[src/rtl/usb_fs_out_ep_reader_pkg.sv]
// Shared constants for the USB full-speed OUT endpoint reader and its FIFO.
package usb_fs_out_ep_reader_pkg;

  // Width of one byte lane between the protocol engine and the application.
  localparam int BYTE_W = 8;

  // Cycles between a get to the PE buffer and the byte showing up on out_ep_data.
  localparam int PE_READ_LAT = 1;

endpackage

[src/rtl/usb_fs_out_ep_reader_if.sv]
// Bus between one OUT endpoint reader and the OUT arbiter / protocol engine buffer.
interface usb_fs_out_ep_reader_if;
  import usb_fs_out_ep_reader_pkg::*;

  logic              out_ep_req;
  logic              out_ep_grant;
  logic              out_ep_data_avail;
  logic              out_ep_setup;
  logic              out_ep_data_get;
  logic [BYTE_W-1:0] out_ep_data;
  logic              out_ep_stall;

  // Endpoint reader side.
  modport master (
    output out_ep_req,
    output out_ep_data_get,
    output out_ep_stall,
    input  out_ep_grant,
    input  out_ep_data_avail,
    input  out_ep_setup,
    input  out_ep_data
  );

  // Arbiter / protocol engine side.
  modport slave (
    input  out_ep_req,
    input  out_ep_data_get,
    input  out_ep_stall,
    output out_ep_grant,
    output out_ep_data_avail,
    output out_ep_setup,
    output out_ep_data
  );

endinterface

[src/rtl/usb_fs_sync_fifo.sv]
// Single-clock FIFO with occupancy output; shared by the OUT and IN endpoint paths.
// Writes on full and reads on empty are ignored. Head entry is visible combinationally.
module usb_fs_sync_fifo #(
  parameter  int WIDTH = 9,
  parameter  int DEPTH = 16,
  localparam int AW    = $clog2(DEPTH)
) (
  input  logic             clk,
  input  logic             reset,
  input  logic             wr_en,
  input  logic [WIDTH-1:0] wr_data,
  input  logic             rd_en,
  output logic [WIDTH-1:0] rd_data,
  output logic             empty,
  output logic             full,
  output logic [AW:0]      level
);

  logic [WIDTH-1:0] mem [DEPTH];
  logic [AW-1:0]    wr_ptr;
  logic [AW-1:0]    rd_ptr;
  logic             do_wr;
  logic             do_rd;

  assign full    = (level == (AW+1)'(DEPTH));
  assign empty   = (level == '0);
  assign do_wr   = wr_en && !full;
  assign do_rd   = rd_en && !empty;
  assign rd_data = mem[rd_ptr];

  // Storage array; contents need no reset because empty hides stale entries.
  always_ff @(posedge clk) begin
    if (do_wr) begin
      mem[wr_ptr] <= wr_data;
    end
  end

  // Pointers wrap naturally at DEPTH (power of two); level tracks occupancy.
  always_ff @(posedge clk) begin
    if (reset) begin
      wr_ptr <= '0;
      rd_ptr <= '0;
      level  <= '0;
    end else begin
      if (do_wr) wr_ptr <= wr_ptr + 1'b1;
      if (do_rd) rd_ptr <= rd_ptr + 1'b1;
      case ({do_wr, do_rd})
        2'b10:   level <= level + 1'b1;
        2'b01:   level <= level - 1'b1;
        default: level <= level;
      endcase
    end
  end

endmodule

[src/rtl/usb_fs_out_ep_reader.sv]
// Per-endpoint OUT client: arbitrates for the PE buffer, drains bytes into a local
// FIFO and presents them to the application as a valid/ready stream with a SETUP tag.
module usb_fs_out_ep_reader
  import usb_fs_out_ep_reader_pkg::*;
#(
  parameter  int FIFO_DEPTH = 16,
  localparam int AW         = $clog2(FIFO_DEPTH)
) (
  input  logic                    clk,
  input  logic                    reset,
  usb_fs_out_ep_reader_if.master  ep,
  input  logic                    app_stall,
  output logic [BYTE_W-1:0]       app_data,
  output logic                    app_setup,
  output logic                    app_valid,
  input  logic                    app_ready,
  output logic [AW:0]             fifo_level
);

  typedef enum logic [1:0] {
    IDLE,
    REQ,
    DRAIN
  } state_t;

  localparam int CW = AW + 2;

  state_t                 state;
  state_t                 state_next;
  logic [PE_READ_LAT-1:0] get_pipe;
  logic [PE_READ_LAT-1:0] setup_pipe;
  logic                   inflight;
  logic                   inflight_setup;
  logic [CW-1:0]          committed;
  logic                   space_ok;
  logic                   get;
  logic [BYTE_W:0]        fifo_head;
  logic                   fifo_empty;
  logic                   fifo_full;

  // Bytes already stored plus bytes requested but not yet returned by the PE.
  assign committed = CW'(fifo_level) + CW'($countones(get_pipe));
  assign space_ok  = !fifo_full && (committed < CW'(FIFO_DEPTH));

  assign inflight       = get_pipe[PE_READ_LAT-1];
  assign inflight_setup = setup_pipe[PE_READ_LAT-1];

  assign get                = (state == DRAIN) && ep.out_ep_grant && ep.out_ep_data_avail && space_ok;
  assign ep.out_ep_data_get = get;
  assign ep.out_ep_req      = (state != IDLE);

  // State register.
  always_ff @(posedge clk) begin
    if (reset) begin
      state <= IDLE;
    end else begin
      state <= state_next;
    end
  end

  // Next-state: hold the request through grant loss and full FIFO; leave only when drained.
  always_comb begin
    state_next = state;
    case (state)
      IDLE:    if (ep.out_ep_data_avail && space_ok) state_next = REQ;
      REQ:     if (ep.out_ep_grant) state_next = DRAIN;
      DRAIN:   if (!ep.out_ep_data_avail && (get_pipe == '0)) state_next = IDLE;
      default: state_next = IDLE;
    endcase
  end

  // Track gets through the PE read latency, carrying the SETUP tag seen at get time.
  always_ff @(posedge clk) begin
    if (reset) begin
      get_pipe   <= '0;
      setup_pipe <= '0;
    end else begin
      get_pipe[0]   <= get;
      setup_pipe[0] <= ep.out_ep_setup;
      for (int i = 1; i < PE_READ_LAT; i++) begin
        get_pipe[i]   <= get_pipe[i-1];
        setup_pipe[i] <= setup_pipe[i-1];
      end
    end
  end

  // Stall is a plain one-cycle registered copy, independent of the drain logic.
  always_ff @(posedge clk) begin
    if (reset) begin
      ep.out_ep_stall <= 1'b0;
    end else begin
      ep.out_ep_stall <= app_stall;
    end
  end

  usb_fs_sync_fifo #(
    .WIDTH (BYTE_W + 1),
    .DEPTH (FIFO_DEPTH)
  ) u_fifo (
    .clk     (clk),
    .reset   (reset),
    .wr_en   (inflight),
    .wr_data ({inflight_setup, ep.out_ep_data}),
    .rd_en   (app_ready),
    .rd_data (fifo_head),
    .empty   (fifo_empty),
    .full    (fifo_full),
    .level   (fifo_level)
  );

  // Head is forced to zero while empty so stale storage never reaches the application.
  assign app_valid = !fifo_empty;
  assign app_data  = app_valid ? fifo_head[BYTE_W-1:0] : '0;
  assign app_setup = app_valid ? fifo_head[BYTE_W] : 1'b0;

endmodule

[src/flat_wrapper.sv]
// flat-port wrapper written by rule: the top's interface ports become plain ports
module usb_fs_out_ep_reader_flat import usb_fs_out_ep_reader_pkg::*;
#(
  parameter  int FIFO_DEPTH = 16,
  localparam int AW         = $clog2(FIFO_DEPTH)
)
  (clk, reset, app_stall, app_data, app_setup, app_valid, app_ready, fifo_level, ep_out_ep_req, ep_out_ep_data_get, ep_out_ep_stall, ep_out_ep_grant, ep_out_ep_data_avail, ep_out_ep_setup, ep_out_ep_data);
  usb_fs_out_ep_reader_if ep_i ();
  input  logic clk;
  input  logic reset;
  input  logic app_stall;
  output logic [BYTE_W-1:0] app_data;
  output logic app_setup;
  output logic app_valid;
  input  logic app_ready;
  output logic [AW:0] fifo_level;
  output wire logic [$bits(ep_i.out_ep_req)-1:0] ep_out_ep_req;
  output wire logic [$bits(ep_i.out_ep_data_get)-1:0] ep_out_ep_data_get;
  output wire logic [$bits(ep_i.out_ep_stall)-1:0] ep_out_ep_stall;
  input wire logic [$bits(ep_i.out_ep_grant)-1:0] ep_out_ep_grant;
  input wire logic [$bits(ep_i.out_ep_data_avail)-1:0] ep_out_ep_data_avail;
  input wire logic [$bits(ep_i.out_ep_setup)-1:0] ep_out_ep_setup;
  input wire logic [$bits(ep_i.out_ep_data)-1:0] ep_out_ep_data;
  assign ep_out_ep_req = ep_i.out_ep_req;
  assign ep_out_ep_data_get = ep_i.out_ep_data_get;
  assign ep_out_ep_stall = ep_i.out_ep_stall;
  assign ep_i.out_ep_grant = ep_out_ep_grant;
  assign ep_i.out_ep_data_avail = ep_out_ep_data_avail;
  assign ep_i.out_ep_setup = ep_out_ep_setup;
  assign ep_i.out_ep_data = ep_out_ep_data;
  usb_fs_out_ep_reader #(.FIFO_DEPTH(FIFO_DEPTH)) u_core (.clk(clk), .reset(reset), .ep(ep_i), .app_stall(app_stall), .app_data(app_data), .app_setup(app_setup), .app_valid(app_valid), .app_ready(app_ready), .fifo_level(fifo_level));
endmodule
[config.mk]
export PLATFORM = sky130hd
export DESIGN_NAME = usb_fs_out_ep_reader_flat
export DESIGN_NICKNAME = d
export VERILOG_FILES = /design/src/rtl/usb_fs_out_ep_reader_pkg.sv /design/src/rtl/usb_fs_out_ep_reader_if.sv /design/src/rtl/usb_fs_sync_fifo.sv /design/src/rtl/usb_fs_out_ep_reader.sv /design/src/flat_wrapper.sv
export SDC_FILE = /design/constraint.sdc
export NUM_CORES = 1
export LEC_CHECK = 0
export ABC_AREA = 1
export BUFFER_PORTS_ARGS = -buffer_cell sky130_fd_sc_hd__buf_2
export CAP_MARGIN = 0
export CORE_MARGIN = 4
export CORE_UTILIZATION = 25
export DETAILED_ROUTE_END_ITERATION = 8
export HOLD_SLACK_MARGIN = 0.06
export PLACE_DENSITY_LB_ADDON = 0.12
export SLEW_MARGIN = 20
export SYNTH_ARGS = -nofsm -noshare
export SYNTH_HDL_FRONTEND = slang
export SYNTH_HIERARCHICAL = 1
export SYNTH_SLANG_ARGS = --single-unit
export TNS_END_PERCENT = 10
[constraint.sdc]
create_clock -name clk -period 3.62 [get_ports clk]
set_clock_uncertainty 0.1 [all_clocks]
set_input_delay 1.086 -clock clk [delete_from_list [all_inputs] [get_ports clk]]
set_output_delay 1.086 -clock clk [all_outputs]
set_load 0.01 [all_outputs]
* Word level (Yosys, flattened, before mapping)
Memories as Yosys holds them, arrays and structs flattened. A register that Yosys moved wholly into a read port is not among the register bits. Cells that the tools add are included. Widths: inputs -> output; s select.
Storage, ports and cells: memories 1, register bits after elaboration 18, output and inout port bits 18, input port bits 15, bits in writable memories 144, logic and storage cells 50
Memories:
- u_core.u_fifo.mem | depth 16, width 9, rd ports 1, clocked after memory_dff 1, write ports 1, line usb_fs_sync_fifo.sv:19 | logic [WIDTH-1:0] mem [DEPTH];
Operators by class: equality and inequality tests 8, $lt $le $gt $ge 1, mux-type cells 11, bitwise operators 1, reductions and logical operators 16, add/sub/neg operators 5
Operators with widths (number):
- $pmux 5 s2 | 1
- $add 4x1->4 const B | 2
- $logic_and 1x1->1 | 8
- $mux 4 | 2
- $mux 8 | 1
- $add 5x1->6 | 1
- $lt 6x5->1 const B | 1
- $mux 2 | 3
- $pmux 2 s3 | 1
- $add 5x1->5 const B | 1
- $eq 5x5->1 const B | 1
- $logic_not 5->1 | 1
- $sub 5x1->5 const B | 1
- $eq 2x1->1 const B | 2
- $eq 2x2->1 const B | 2
- $ne 2x2->1 const B | 2
- $reduce_bool 2->1 | 2
- $logic_not 1->1 | 3
- $mux 1 | 3
- $reduce_and 3->1 | 1
- $logic_not 2->1 | 1
- $ne 2x1->1 const B | 1
- $not 1->1 | 1

* Longest topological paths before layout
Gate-level depths: netlist of the first run.
word-level depth 6, mapped depth 15, gate-level depth less buffers 15

* By module
Netlist of the first run, hierarchy kept.
Modules (own cells, without submodules):
- usb_fs_sync_fifo | cells each 516, sequential area each 4664.5 sq um, instances 1, area an instance 6771.5 sq um
- usb_fs_out_ep_reader | cells each 52, sequential area each 100.1 sq um, instances 1, area an instance 299.0 sq um

* Least setup slack after synthesis of the first run
Ideal clock, no wire load.
kind in2out, from input ep_out_ep_data_avail, to output ep_out_ep_data_get, required time 2.434 ns, path buffers 0, cell stages on the path 4, arrival time 1.461 ns, setup slack 0.973 ns, path through nand2_1 -> nor2_2 -> nand2_1 -> nor2_1
Between the ends: word-level cells in the longest chain between the ends 2
Ends and longest elaborated chain:
- start, declared | line flat_wrapper.sv:21 | input wire logic [$bits(ep_i.out_ep_data_avail)-1:0] ep_out_ep_data_avail;
- $logic_and 1x1->1 (2 in a row) | line usb_fs_out_ep_reader.sv:48 | assign get = (state == DRAIN) && ep.out_ep_grant && ep.out_ep_data_avail && space_ok;
- end, declared | line flat_wrapper.sv:18 | output wire logic [$bits(ep_i.out_ep_data_get)-1:0] ep_out_ep_data_get;
Every way passes these cells.

==> results.md, run 1 <==
- Wire length of the first global-routing pass: 26.4 mm
- Total number of vias: 4296
- Startpoint-to-endpoint class of the critical path: reg -> out
- Power share of the sequential group: 39.8%
- Warning count from the yosys run: 6
- Tightest Hold Check Type: reg -> reg
- Number of antenna repair diodes: 0
- Die Width: 176 um
- Largest delay contributor family on the critical path: flip-flops
- RR Endpoint: u_core/u_fifo/mem[1][4]
- Maximum buffer depth of the clock tree: 2
- Pwr/cell area: 674 nW/um^2
- Syn avg cell area: 12.4 um^2
- Switching power of the nets: 1920 uW
- Total Die Area: 31000 um^2
- Worst Hold Path Cells: 2
- Reg-to-Reg Start: u_core/u_fifo/level[2]
- HPWL Detailed: 10.7 mm
- Total negative slack for setup checks: 0 ns
- Post-route fraction of the period consumed by the critical path: 92.9%
- Boundary pin count: 33
- Number of library cell types mapped by synthesis: 37
- Number of antenna violations at the first check in global routing: 0
- Max-cap viol count: 0
- Tmin final: 3.36 ns
- Number of instances in the synthesized netlist: 568
- Worst rel slew slack: 34.1%
- RSZ-0062 raised after global routing: false
- Global placement routability congestion: 0.738
- FFs w/ async S/R, synth: 0%
- Capture endpoint of the worst hold path: u_core/state[0]
- Insertion delay to the later sink of the worst-skew pair: 0.42 ns
- Instance area after placement: 7750 um^2
- Result of the run: finished clean
- Length in cells of the worst reg-to-reg path: 6
- Setup crit start kind: flip-flop
- Rows: 61
- Floorplan Core Area: 27900 um^2
- Initial core utilization: 25.4%
- CP required: 2.43 ns
- Highest clock rate: 0.297 GHz
- Routed WL: 17.4 mm
- Port-buffer cells: 32
- Slew at the pin with the worst max-slew slack: 0.985 ns
- Maximum cell stage delay along the critical path: 0.56 ns
- Number of post-CTS setup repair buffers: 0
- Number of global-route vias before repair: 4399
- Area of all placed cells without fillers: 8350 um^2
- Cell types with the largest area share after synthesis: sky130_fd_sc_hd__edfxtp_1 61%, sky130_fd_sc_hd__dfxtp_1 6.2%, sky130_fd_sc_hd__mux2i_1 5.1%
- Total routing resource utilization after global routing: 11.5%
- Drt wl/cell: 17.3 um
- Number of buffers inserted during clock tree synthesis: 17
- Sequential-to-total area share from yosys stat: 67.4%
- Synthesis-stage register bit count: 166
- Critical Path Sink Type: output port
- Fillers: 2857
- CP Data Arrival Time: 2.18 ns
- Peak ir drop on the vdd network: 271 uV
- Number of iterations in the first detailed-routing pass: 4
- Dominant cell by count in the synthesized netlist: sky130_fd_sc_hd__edfxtp_1
- DRC: 0
- Clock edge transition at the registers on the reported setup and hold paths: 0.07 ns
- DRT antenna net count: 0
- Register-to-register setup slack: 1.24 ns
- Count of hold buffers inserted by post-cts repair: 0
- Synth top cells by count: 144 x sky130_fd_sc_hd__edfxtp_1, 74 x sky130_fd_sc_hd__inv_1, 47 x sky130_fd_sc_hd__o21ai_0, 42 x sky130_fd_sc_hd__a21oi_1, 38 x sky130_fd_sc_hd__nor2_1
- Via density per instance: 4.27
- Buffer cell driving the clock tree root: sky130_fd_sc_hd__clkbuf_16
- Cell Int Power: 3710 uW
- Cell type contributing the most total cell area after synthesis: sky130_fd_sc_hd__edfxtp_1
- TritonCTS clock tree: built
- Ordered list of cells on the worst path: buf_12 > mux2i_1 > o21ai_0 > o211ai_1 > nand2_1 > inv_1 > nor2_1 > buf_2
- Crit path buf inv count: 3
- Hold Vio Cnt, Final: 0
- H-tree level count: 4
- Cell leakage power: 0.00298 uW
- Area grow syn2layout: 18.1%
- DRT iter0 DRCs: 244
- Crit-path max FO: 49
- Most instantiated flip-flop cell in the synthesis netlist: sky130_fd_sc_hd__edfxtp_1
- Switching part of the total: 34.1%
- Post-synth EDFFs: 144
- Number of nets in the layout: 637
- Standard cell with the maximum stage delay on the critical path: sky130_fd_sc_hd__dfxtp_4
- Relative contribution of the clock network to total power: 32.0%
- Number of resized instances in the post-cts repair step: 0
- Total gr overflow: 0
- Area share of the largest cell type after synthesis: 61.2%
- Largest net degree at the start of global routing: 50
- Pins over their slew limit: 0
- Cell area after technology mapping: 7070 um^2
- Hold Path Origin: u_core/state[0]
- Die boundary height: 176 um
- Post-Synthesis Net Count: 591
- Setup violators final: 0
- Combinational fraction of design power: 28.2%
- Number of sinks driven by the clock tree: 166
- Share of post-route cells with drive strength above 1: 17.2%
kinds of logic (layout without fill, tap and decap cells):
kind of cell / Yosys count / in the layout / share of synthesized area (%)
DFF: 166 / 166 / 67.4
and+or+nand+nor: 114 / 114 / 8.00
buffers and inverters: 106 / 165 / 6.28
muxes: 36 / 36 / 5.10
xor gates and xnor gates: 5 / 5 / 0.619
adders and majority gates: 8 / 8 / 1.42
AOI/OAI and AO/OA: 133 / 133 / 11.2
worst register-to-register path, delay by kind of cell (launching register included):
family | cells | cell delay [ns]
simple gates | 5 | 1.24
buf+inv | 1 | 0.17
flops | 1 | 0.49
routing by layer:
metal	vias to the layer above	global-route usage (%)	routed length, um
met5	-	0	0
met4	0	2.57	134
met3	10	2.70	450
met2	46	18.1	8020
met1	2120	16.2	8820
li1	2120	-	-
worst max path at each step:
| stage | start | endpoint | slack [ns] | cells past startpoint |
|---|---|---|---|---|
| 2_1_floorplan | ep_out_ep_data_avail | ep_out_ep_data_get | 0.97 | 4 |
| 3_3_place_gp | flip-flop | app_data[4] | 0.57 | 8 |
| 3_5_place_dp | flip-flop | app_data[4] | 0.57 | 8 |
| 4_1_cts | flip-flop | app_data[4] | 0.09 | 8 |
| 5_1_grt | flip-flop | app_data[4] | 0.08 | 8 |
| 6_report | flip-flop | app_data[1] | 0.26 | 8 |
metrics by stage:
step / power, uW / utilization (%) / cells / setup slack (ns) / hold WS, ns
CTS: 5690 / 29.9 / 1004 / 0.0894 / 0.439
global route: 5980 / 30.0 / 1005 / 0.0784 / 0.475
detailed placement: 3870 / 27.8 / 972 / 0.567 / 0.428
floorplan: 3400 / - / 568 / 0.973 / 0.392
finish: 5630 / 30.0 / 1005 / 0.259 / 0.441
global placement: 3860 / 27.8 / 972 / 0.572 / 0.413
layout make-up:
| class | instances | area, um^2 | area share, % |
|---|---|---|---|
| clock buffer | 18 | 429 | 5.14 |
| clock inverter | 14 | 155 | 1.86 |
| inverter | 79 | 302 | 3.61 |
| multi-input combinational | 296 | 1860 | 22.3 |
| sequential | 166 | 4770 | 57.1 |
| tap | 378 | 473 | 5.66 |
| timing repair buffer | 54 | 358 | 4.29 |
state kept, by name (all words and copies together) (netlist names), named ones only:
name	cells
u_core/u_fifo/wr_ptr	4
u_core/u_fifo/mem	144
u_core/get_pipe	1
u_core/state	2
u_core/u_fifo/rd_ptr	4
u_core/ep.out_ep_stall	1
u_core/u_fifo/level	5
u_core/inflight_setup	1
placed cells by master, fill, tap and decap left out, drive strengths merged:
master,instances
o21a,1
nand2,36
o31ai,2
a21oi,42
nand3b,1
o211ai,36
nand4,2
nor2,44
xor2,4
nand3,19
clkinvlp,3
o21bai,1
bufinv,1
nor4,2
a211oi,3
edfxtp,144
ha,8
nor3,3
mux2i,36
clkinv,3
xnor2,1
buf,54
o21ai,48
inv,86
nor3b,7
clkbuf,18
dfxtp,22
power groups by stage:
stage | Clock, uW | Sequential (uW) | Combinational (uW)
global placement | 0 | 2300 | 1550
floorplan | 0 | 2220 | 1170
global route | 1930 | 2250 | 1800
CTS | 1860 | 2260 | 1570
detailed placement | 0 | 2310 | 1560
finish | 1800 | 2240 | 1590
Power figures use the tool's default switching activity.
==> inputs of run 2 (changes only) <==
--- a/config.mk
+++ b/config.mk
@@ -8,6 +8,8 @@
 export ABC_AREA = 1
 export BUFFER_PORTS_ARGS = -buffer_cell sky130_fd_sc_hd__buf_2
 export CAP_MARGIN = 0
+export CELL_PAD_IN_SITES_DETAIL_PLACEMENT = 1
+export CELL_PAD_IN_SITES_GLOBAL_PLACEMENT = 1
 export CORE_MARGIN = 4
 export CORE_UTILIZATION = 25
 export DETAILED_ROUTE_END_ITERATION = 8
==> constraint.sdc (replaced) <==
create_clock -name clk -period 3 [get_ports clk]
set_clock_uncertainty 0.1 [all_clocks]
set_input_delay 0.9 -clock clk [delete_from_list [all_inputs] [get_ports clk]]
set_output_delay 0.9 -clock clk [all_outputs]
set_load 0.01 [all_outputs]
==> run 2 against run 1 <==
  * The flow now finishes with violations (negative setup slack)
  * Routed wire length rose by 12%
  * Setup slack got worse by 0.36 ns
  * Flip-flop and latch count unchanged
  * Critical path depth is the same
  * Via count increased by 3.8%
  * Clock power rose by 16%
  * Non-clock buffer count increased by 13
  * Sequential share of layout area fell by 1.6 points
  * Cell count is 1.3% higher
  * Core utilization is 0.85 points higher
  * Hold slack gained 0.0044 ns
==> results.md, run 2 (same netlist as run 1, synthesis figures left out) <==
- DRT antenna net count: 0 (unchanged)
- Tmin final: 3.10 ns
- Result of the run: finished, violations left (was finished clean)
- Critical Path Sink Type: output port (unchanged)
- Register bank with the most flops: u_core/u_fifo/mem (unchanged)
- Global placement routability congestion: 0.744 (was 0.738)
- Wire length of the first global-routing pass: 29.6 mm (was 26.4 mm)
- Die Width: 176 um (unchanged)
- Initial core utilization: 25.4% (unchanged)
- Cell leakage power: 0.00308 uW (was 0.00298 uW)
- Setup violators final: 9 (was 0)
- Final total power: 7130 uW (was 5630 uW)
- Share of post-route cells with drive strength above 1: 20.2% (was 17.2%)
- Insertion delay to the later sink of the worst-skew pair: 0.42 ns (about the same)
- TritonCTS clock tree: built (unchanged)
- Worst rel slew slack: 60.0% (was 34.1%)
- RSZ-0062 raised after global routing: true (was false)
- Port-buffer cells: 32 (unchanged)
- Tightest Hold Check Type: reg -> reg (unchanged)
- DRC: 0 (unchanged)
- CP Data Arrival Time: 2.10 ns (was 2.18 ns)
- Length in cells of the worst reg-to-reg path: 7 (was 6)
- Number of buffers inserted during clock tree synthesis: 17 (unchanged)
- Peak ir drop on the vdd network: 264 uV (was 271 uV)
- Buffer cell driving the clock tree root: sky130_fd_sc_hd__clkbuf_16 (unchanged)
- Number of nets in the layout: 650 (was 637)
- Fin cells: 1018 (was 1005)
- Register-to-register setup slack: 0.69 ns (was 1.24 ns)
- Number of flip-flops in the largest register: 144 (unchanged)
- Violated checks: negative setup slack
- Largest net degree at the start of global routing: 36 (was 50)
- Hold Vio Cnt, Final: 0 (unchanged)
- Dpl cells: 977 (was 972)
- Number of sinks driven by the clock tree: 166 (unchanged)
- Rows: 61 (unchanged)
- H-tree level count: 4 (unchanged)
- Routed WL: 19.4 mm (was 17.4 mm)
- Utilization after layout: 30.8% (was 30.0%)
- Highest clock rate: 0.322 GHz
- Most frequent standard cell in the layout excluding fill and tap cells: sky130_fd_sc_hd__edfxtp_1 (unchanged)
- Post-route fraction of the period consumed by the critical path: 103%
- Crit-path max FO: 8 (was 49)
- Floorplan Core Area: 27900 um^2 (unchanged)
- Ordered list of cells on the worst path: bufbuf_16 > o21ai_4 > o21ai_1 > o211ai_1 > nand2_1 > inv_1 > nor2_1 > buf_2 (was buf_12 > mux2i_1 > o21ai_0 > o211ai_1 > nand2_1 > inv_1 > nor2_1 > buf_2)
- DRT iter0 DRCs: 261 (was 244)
- Boundary pin count: 33 (unchanged)
- Worst Hold Path Cells: 2 (unchanged)
- Clock edge transition at the registers on the reported setup and hold paths: 0.07 ns (about the same)
- Leading registers by flop count: u_core/u_fifo/mem x144, u_core/u_fifo/level x5 (unchanged)
- Setup crit start kind: flip-flop (unchanged)
- Drt wl/cell: 19.1 um (was 17.3 um)
- Total number of vias: 4460 (was 4296)
- Total Die Area: 31000 um^2 (unchanged)
- HPWL Detailed: 12.3 mm (was 10.7 mm)
- Setup WS post-layout: -0.104 ns (was 0.259 ns)
- Standard cell with the maximum stage delay on the critical path: sky130_fd_sc_hd__dfxtp_4 (unchanged)
- Number of global-route vias before repair: 4822 (was 4399)
- Maximum cell stage delay along the critical path: 0.39 ns (was 0.56 ns)
- Total gr overflow: 0 (unchanged)
- Pins over their slew limit: 0 (unchanged)
- Area grow syn2layout: 21.4% (was 18.1%)
- Slew at the pin with the worst max-slew slack: 0.598 ns (was 0.985 ns)
- Number of antenna violations at the first check in global routing: 0 (unchanged)
- Via density per instance: 4.38 (was 4.27)
- Startpoint-to-endpoint class of the critical path: reg -> out (unchanged)
- Crit path buf inv count: 3 (unchanged)
- Max-cap viol count: 0 (unchanged)
- Die boundary height: 176 um (unchanged)
- CP required: 2.00 ns (was 2.43 ns)
- Count of cell instances traversed by the critical path: 8 (unchanged)
- Number of iterations in the first detailed-routing pass: 4 (unchanged)
- Maximum buffer depth of the clock tree: 2 (unchanged)
- Most frequent cells in the layout: 144 x sky130_fd_sc_hd__edfxtp_1, 73 x sky130_fd_sc_hd__inv_1, 40 x sky130_fd_sc_hd__o21ai_0, 40 x sky130_fd_sc_hd__a21oi_1 (was 144 x sky130_fd_sc_hd__edfxtp_1, 74 x sky130_fd_sc_hd__inv_1, 47 x sky130_fd_sc_hd__o21ai_0)
- Number of antenna repair diodes: 0 (unchanged)
- Largest delay contributor family on the critical path: compound AO/OA/AOI/OAI gates (was flip-flops)
- Pwr/cell area: 830 nW/um^2 (was 674 nW/um^2)
- Count of hold buffers inserted by post-cts repair: 0 (unchanged)
- Total routing resource utilization after global routing: 12.8% (was 11.5%)
- Total negative slack for setup checks: -0.454 ns (was 0 ns)
==> run 2: cell types whose count changed in the layout (fill, tap and decap cells not counted), sizes merged <==
cell	before	now
clkinv	3	9
bufbuf	0	3
inv	86	79
clkinvlp	3	4
clkbuf	18	19
buf	54	63
==> run 2: report_power, final <==
part / switching [uW] / leakage [uW] / total [uW] / internal (uW)
Clock: 930 / 0.000259 / 2080 / 1150
Combinational: 1360 / 0.00135 / 2370 / 1010
Sequential: 112 / 0.00147 / 2680 / 2570
==> run 2: final timing paths <==
kind                               start                       to
setup reg to reg  u_core/u_fifo/level[2]  u_core/u_fifo/mem[8][6]
hold reg to reg          u_core/state[0]          u_core/state[0]
hold / removal           u_core/state[0]          u_core/state[0]
setup / recovery               flip-flop              app_data[2]
==> run 2: metrics by stage <==
step                      hold WS [ns]  worst slack (ns)  area (um^2)
after floorplan                  0.392             0.654         7070
after global placement           0.412             0.198         7820
after detailed placement         0.434             0.185         7820
after CTS                        0.448            -0.146         8530
after global routing             0.477            -0.232         8590
final                            0.446            -0.104         8590
==> run 2: tightest hold or removal path, stage by stage, from the launching register on <==
cell	delay (ns)
sky130_fd_sc_hd__dfxtp_1	0.35
sky130_fd_sc_hd__nand3b_1	0.09
sky130_fd_sc_hd__a21oi_1	0.06
==> run 2: area by class of cell <==
class                      count  area (um^2)
inverter                      79          302
sequential                   166         4770
clock buffer                  18          429
timing repair buffer          67          586
clock inverter                14          128
multi-input combinational    296         1900
fill                        3031        19300
tap                          378          473
==> run 2: metal layers <==
layer	global-route usage, %	vias up	part of all wire, %
met5	0	-	0
met4	2.76	0	0.70
met3	2.68	10	2.5
met2	21.2	51	49
met1	17.3	2259	48
li1	-	2140	-
==> run 2: what timing repair did <==
item,in CTS,in global routing
cloned,3,1
resized for setup,13,8
setup buffers,4,1
pin swaps,7,10
endpoints found under the setup margin,9,9
